`config.mk`:
```
export PLATFORM = sky130hd
export DESIGN_NAME = demux_reg_bank_1x16
export DESIGN_NICKNAME = d
export VERILOG_FILES = /design/src/rtl/demux_reg_bank_1x16.sv
export SDC_FILE = /design/constraint.sdc
export NUM_CORES = 1
export LEC_CHECK = 0
export ABC_AREA = 1
export ABC_CLOCK_PERIOD_IN_PS = 14300
export CAP_MARGIN = 20
export CORE_ASPECT_RATIO = 1.1
export CORE_MARGIN = 2
export CORE_UTILIZATION = 53
export CTS_CLUSTER_SIZE = 12
export DETAILED_ROUTE_END_ITERATION = 12
export PLACE_DENSITY_LB_ADDON = 0.05
export SLEW_MARGIN = 10
export SYNTH_ARGS = -nofsm -noshare
export SYNTH_HDL_FRONTEND = slang
export SYNTH_SLANG_ARGS = --single-unit
export TNS_END_PERCENT = 1
```
`constraint.sdc`:
```
create_clock -name clk -period 14.3 [get_ports clk]
set_input_delay 2.86 -clock clk [delete_from_list [all_inputs] [get_ports clk]]
set_output_delay 2.86 -clock clk [all_outputs]
set_load 0.02 [all_outputs]
```
`src/rtl/demux_reg_bank_1x16.sv`:
```
// Write side of a 16-entry operand bank: a handshaked demux writes one register per
// accepted request, and a clear sweep resets the bank one register per cycle.

module demux_reg_bank_1x16_lane #(
  parameter int            N       = 16,
  parameter logic [N-1:0]  CLR_VAL = '0
) (
  input  logic         clk,
  input  logic         rst,
  input  logic         i_we,
  input  logic         i_ce,
  input  logic [N-1:0] i_d,
  output logic [N-1:0] o_q
);
  logic [N-1:0] r_q;

  // Write and clear enables never overlap: writes are only taken while IDLE.
  always_ff @(posedge clk or posedge rst) begin
    if (rst)       r_q <= '0;
    else if (i_ce) r_q <= CLR_VAL;
    else if (i_we) r_q <= i_d;
  end

  assign o_q = r_q;
endmodule

module demux_reg_bank_1x16 #(
  parameter int            n       = 16,
  parameter logic [n-1:0]  CLR_VAL = '0
) (
  input  logic         clk,
  input  logic         rst,
  input  logic [n-1:0] d,
  input  logic [3:0]   s,
  input  logic         wr_valid,
  output logic         wr_ready,
  input  logic         clr_req,
  output logic         busy,
  output logic [n-1:0] q0,
  output logic [n-1:0] q1,
  output logic [n-1:0] q2,
  output logic [n-1:0] q3,
  output logic [n-1:0] q4,
  output logic [n-1:0] q5,
  output logic [n-1:0] q6,
  output logic [n-1:0] q7,
  output logic [n-1:0] q8,
  output logic [n-1:0] q9,
  output logic [n-1:0] q10,
  output logic [n-1:0] q11,
  output logic [n-1:0] q12,
  output logic [n-1:0] q13,
  output logic [n-1:0] q14,
  output logic [n-1:0] q15,
  output logic [15:0]  last_wr
);
  typedef enum logic {IDLE, CLEAR} state_t;

  state_t              r_state;
  logic [3:0]          r_idx;
  logic [15:0]         r_last_wr;
  logic [15:0]         w_we;
  logic [15:0]         w_ce;
  logic [15:0][n-1:0]  w_q;

  always_ff @(posedge clk or posedge rst) begin
    if (rst) begin
      r_state   <= IDLE;
      r_idx     <= 4'd0;
      r_last_wr <= 16'd0;
    end else begin
      case (r_state)
        IDLE: begin
          if (wr_valid) r_last_wr <= 16'b1 << s;
          if (clr_req) begin
            r_state <= CLEAR;
            r_idx   <= 4'd0;
          end
        end
        CLEAR: begin
          // idx wraps 15->0 on the final sweep cycle, leaving it ready for the next sweep.
          r_idx <= r_idx + 4'd1;
          if (r_idx == 4'd15) r_state <= IDLE;
        end
        default: r_state <= IDLE;
      endcase
    end
  end

  assign wr_ready = (r_state == IDLE);
  assign busy     = (r_state == CLEAR);
  assign last_wr  = r_last_wr;

  assign w_we = (wr_ready && wr_valid) ? (16'b1 << s)     : 16'd0;
  assign w_ce = busy                   ? (16'b1 << r_idx) : 16'd0;

  for (genvar g = 0; g < 16; g++) begin : g_lane
    demux_reg_bank_1x16_lane #(.N(n), .CLR_VAL(CLR_VAL)) u_lane (
      .clk  (clk),
      .rst  (rst),
      .i_we (w_we[g]),
      .i_ce (w_ce[g]),
      .i_d  (d),
      .o_q  (w_q[g])
    );
  end

  assign q0  = w_q[0];
  assign q1  = w_q[1];
  assign q2  = w_q[2];
  assign q3  = w_q[3];
  assign q4  = w_q[4];
  assign q5  = w_q[5];
  assign q6  = w_q[6];
  assign q7  = w_q[7];
  assign q8  = w_q[8];
  assign q9  = w_q[9];
  assign q10 = w_q[10];
  assign q11 = w_q[11];
  assign q12 = w_q[12];
  assign q13 = w_q[13];
  assign q14 = w_q[14];
  assign q15 = w_q[15];
endmodule

```
==> summary.txt <==
Critical path
  • Crit Path Max Fanout: 127
  • Most used cell, CP: buf_4
  • CP max-delay cell: buf_4
  • Worst setup path start: rst
  • Max incr delay on CP: 0.86 ns
  • CP delay by family, top: buffers and inverters
  • CP Buf/Inv Count: 4
  • Crit path cell chain: clkdlybuf4s50_1 > inv_8 > buf_4 > buf_4
  • FF-to-FF Start: busy
  • Data arrival, critical path: 5.90 ns
  • Critical Path RT: 14.83 ns
  • Nature of the critical path startpoint: primary input
  • CP Capture Type: asynchronous set/reset pin
  • Crit path kind: in2async

Synth
  • Syn. warnings: 0
  • Netlist cell types: 25
  • Seq/Total Area, Yosys: 60.4%
  • Largest family of logic cells by synthesized area: simple AND/OR/NAND/NOR gates
  • Adder-Cell Fraction of Synth Area: 0.655%
  • Synth Cell Area: 11,500 sq um
  • Post-synth EDFFs: 0
  • Share of flip-flops with an asynchronous set or reset: 100%
  • Post-Synth XOR/XNOR Area: 0%
  • Number of synthesized register bits: 277
  • Synth Flop Type: dfrtp_1
  • Post-synthesis mux area share: 0%
  • Post-synthesis simple-gate area fraction: 33.5%
  • Syn avg cell area: 9.00 sq um
  • Post-Synthesis Cells: 1,274
  • Compound-Gate Fraction of Synth Area: 0.240%
  • Syn nets: 1,304

Final layout
  • Area delta synth->final: 32.0%
  • Final #Nets: 1,550
  • Share of cells above drive strength 1: 5.10%
  • Final Cell Area: 15,100 sq um
  • Util after Layout: 71.0%
  • Fillers: 1,709
  • Ant. Diodes: 0
  • Most frequent cells in the layout: nand2_1, clkdlybuf4s50_1, dfrtp_1
  • Layout Cells excl Fill: 1,820
  • Most common cell after layout, fill and taps aside: nand2_1

Floorplanning
  • IO Pins: 298
  • Die height: 158 um
  • Core area: 21,300 sq um
  • Die footprint: 22,800 sq um
  • Starting density of the core: 53.8%
  • Die X: 144 um
  • Row cnt: 56

Routing
  • DR vias: 9,932
  • Wire length per cell: 19.6 um
  • Iteration-0 DRC Markers: 915
  • Vias per Instance: 5.46
  • Antenna viol nets, final: 0
  • DRC errors left: 0
  • Post-Route WL: 35,600 um
  • Pre-antenna DRT Iters: 5

Run
  • Maxcap violations: 0

Placed design
  • Input/output buffers: 297
  • Final HPWL DP: 23,400 um
  • Placed Instances: 1,780
  • DP Area: 14,300 sq um
  • RD Place Congestion: 0.823

CTS
  • Post-CTS resize count: 0
  • Postcts setup bufs: 0
  • Clock buffer depth: 3
  • Root Buffer: clkbuf_16
  • CTS tree: built
  • Total CTS buffers: 28
  • Clock H-tree levels: 1
  • Worst-path clk slew: 0.06 ns
  • Worst skew pair latency: 0.54 ns
  • Hold buffers post-CTS: 0
  • CTS Sinks: 277

Power
  • Total power: 2.42 mW
  • Pwr/cell area: 160 nW/um^2
  • Leakage power: 7.90 nW
  • Peak supply drop: 0.104 mV

STA
  • Unrepaired setup endpoints after global routing: no
  • Final count of hold timing violations: 0
  • Worst-margin pin slew: 1.16 ns
  • Slew Limit Fails: 0
  • Fin crit share: 37.5%
  • Slew headroom: 22.4%
  • Max Freq: 0.186 GHz
  • Setup-failing EPs final: 0
  • Clock Skews: 0.0144 ns
  • Fin crit period: 5.37 ns
  • Setup TNS Final: 0 ns

GRT
  • GRT Residual Overflow: 0
  • M3 GR Usage: 7.28%
  • Total Routing Usage GR: 31.0%
  • Grt met2 use: 50.9%
  • GR peak layer: met2
  • First-pass GRT wire length: 53,500 um
  • Initial antenna violation count: 0
  • Met1 GRT Util: 41.4%
  • Vias in the first global route: 9,272
  • Largest net degree at the start of global routing: 128

Min path
  • Worst min-delay path class: reg2reg
  • Worst Hold Launch: last_wr[15]

Outcome
  • Status: finished, final reports clean
## cells by family (layout without fill, tap and decap cells)
kind of cell | count (synthesis) | count (layout)
adder cells (fa/ha/maj) | 6 | 6
flip-flops | 277 | 277
AND/OR/NAND/NOR | 880 | 880
AO/OA/AOI/OAI | 5 | 5
buffers and inverters | 106 | 362
## through the flow
stage	hold slack [ns]	setup slack [ns]
2_1_floorplan	0.520	3.80
3_3_place_gp	0.463	8.32
3_5_place_dp	0.470	8.32
4_1_cts	0.486	8.89
5_1_grt	0.514	8.48
6_report	0.483	8.93
## report_power, final
group | total (mW) | switching, mW | leakage, nW | internal, mW
clock network | 0.665 | 0.292 | 0.391 | 0.374
logic | 0.739 | 0.439 | 3.67 | 0.300
registers | 1.02 | 0.0977 | 3.84 | 0.921
total | 2.42 | 0.829 | 7.90 | 1.59
## sequential cells by signal, summed over array words and instances, names as in the netlist
register	count
g_lane.u_lane.o_q	256
last_wr	16
r_idx	4
busy	1
## Yosys cell counts, types with 3 or more instances
master	number	share of area (%)
buf_2	26	1.1
buf_4	20	1.3
buf_6	7	0.69
clkbuf_1	29	0.95
dfrtp_1	277	60
ha_1	6	0.65
inv_1	15	0.49
inv_2	3	0.098
inv_4	3	0.16
nand2_1	572	19
nand2_2	13	0.71
nand2_4	4	0.39
nand3_1	263	11
nor2_1	10	0.33
nor2_4	13	1.3
o21ai_0	3	0.13
## layer usage
metal | wire (um) | up-vias | share of wire [%]
met5 | 0 | - | 0
met4 | 1100 | 0 | 3.1
met3 | 3630 | 72 | 10
met2 | 17100 | 499 | 48
met1 | 13800 | 4824 | 39
li1 | - | 4537 | -
## worst reg2reg max path, stage by stage, from the launching register on
cell,delay [ns]
dfrtp_1,0.50
inv_4,0.19
nand2_8,0.20
nor2_8,0.23
nand2_2,0.28
inv_2,0.35
nand2_1,0.08
nand2_1,0.12
## area by class of cell
class	count	area (sq um)	area share, %
Tap cell	290	363	2.40
Clock buffer	37	776	5.13
Sequential cell	277	6930	45.8
Inverter	23	106	0.703
Multi-Input combinational cell	891	3950	26.1
Timing Repair Buffer	299	2990	19.7
Clock inverter	3	18.8	0.124
## final timing paths
path	endpoint	slack (ns)	depth (start not counted)
setup / recovery	last_wr[15]	8.93	4
hold / removal	last_wr[15]	0.48	2
setup reg to reg	g_lane[7].u_lane.o_q[3]	12.29	7
hold reg to reg	last_wr[15]	0.48	2
max in group clk	wr_ready	9.59	2
min in group asynchronous	g_lane[4].u_lane.o_q[5]	2.89	2
No activity file was read; power rests on OpenSTA's default activity.
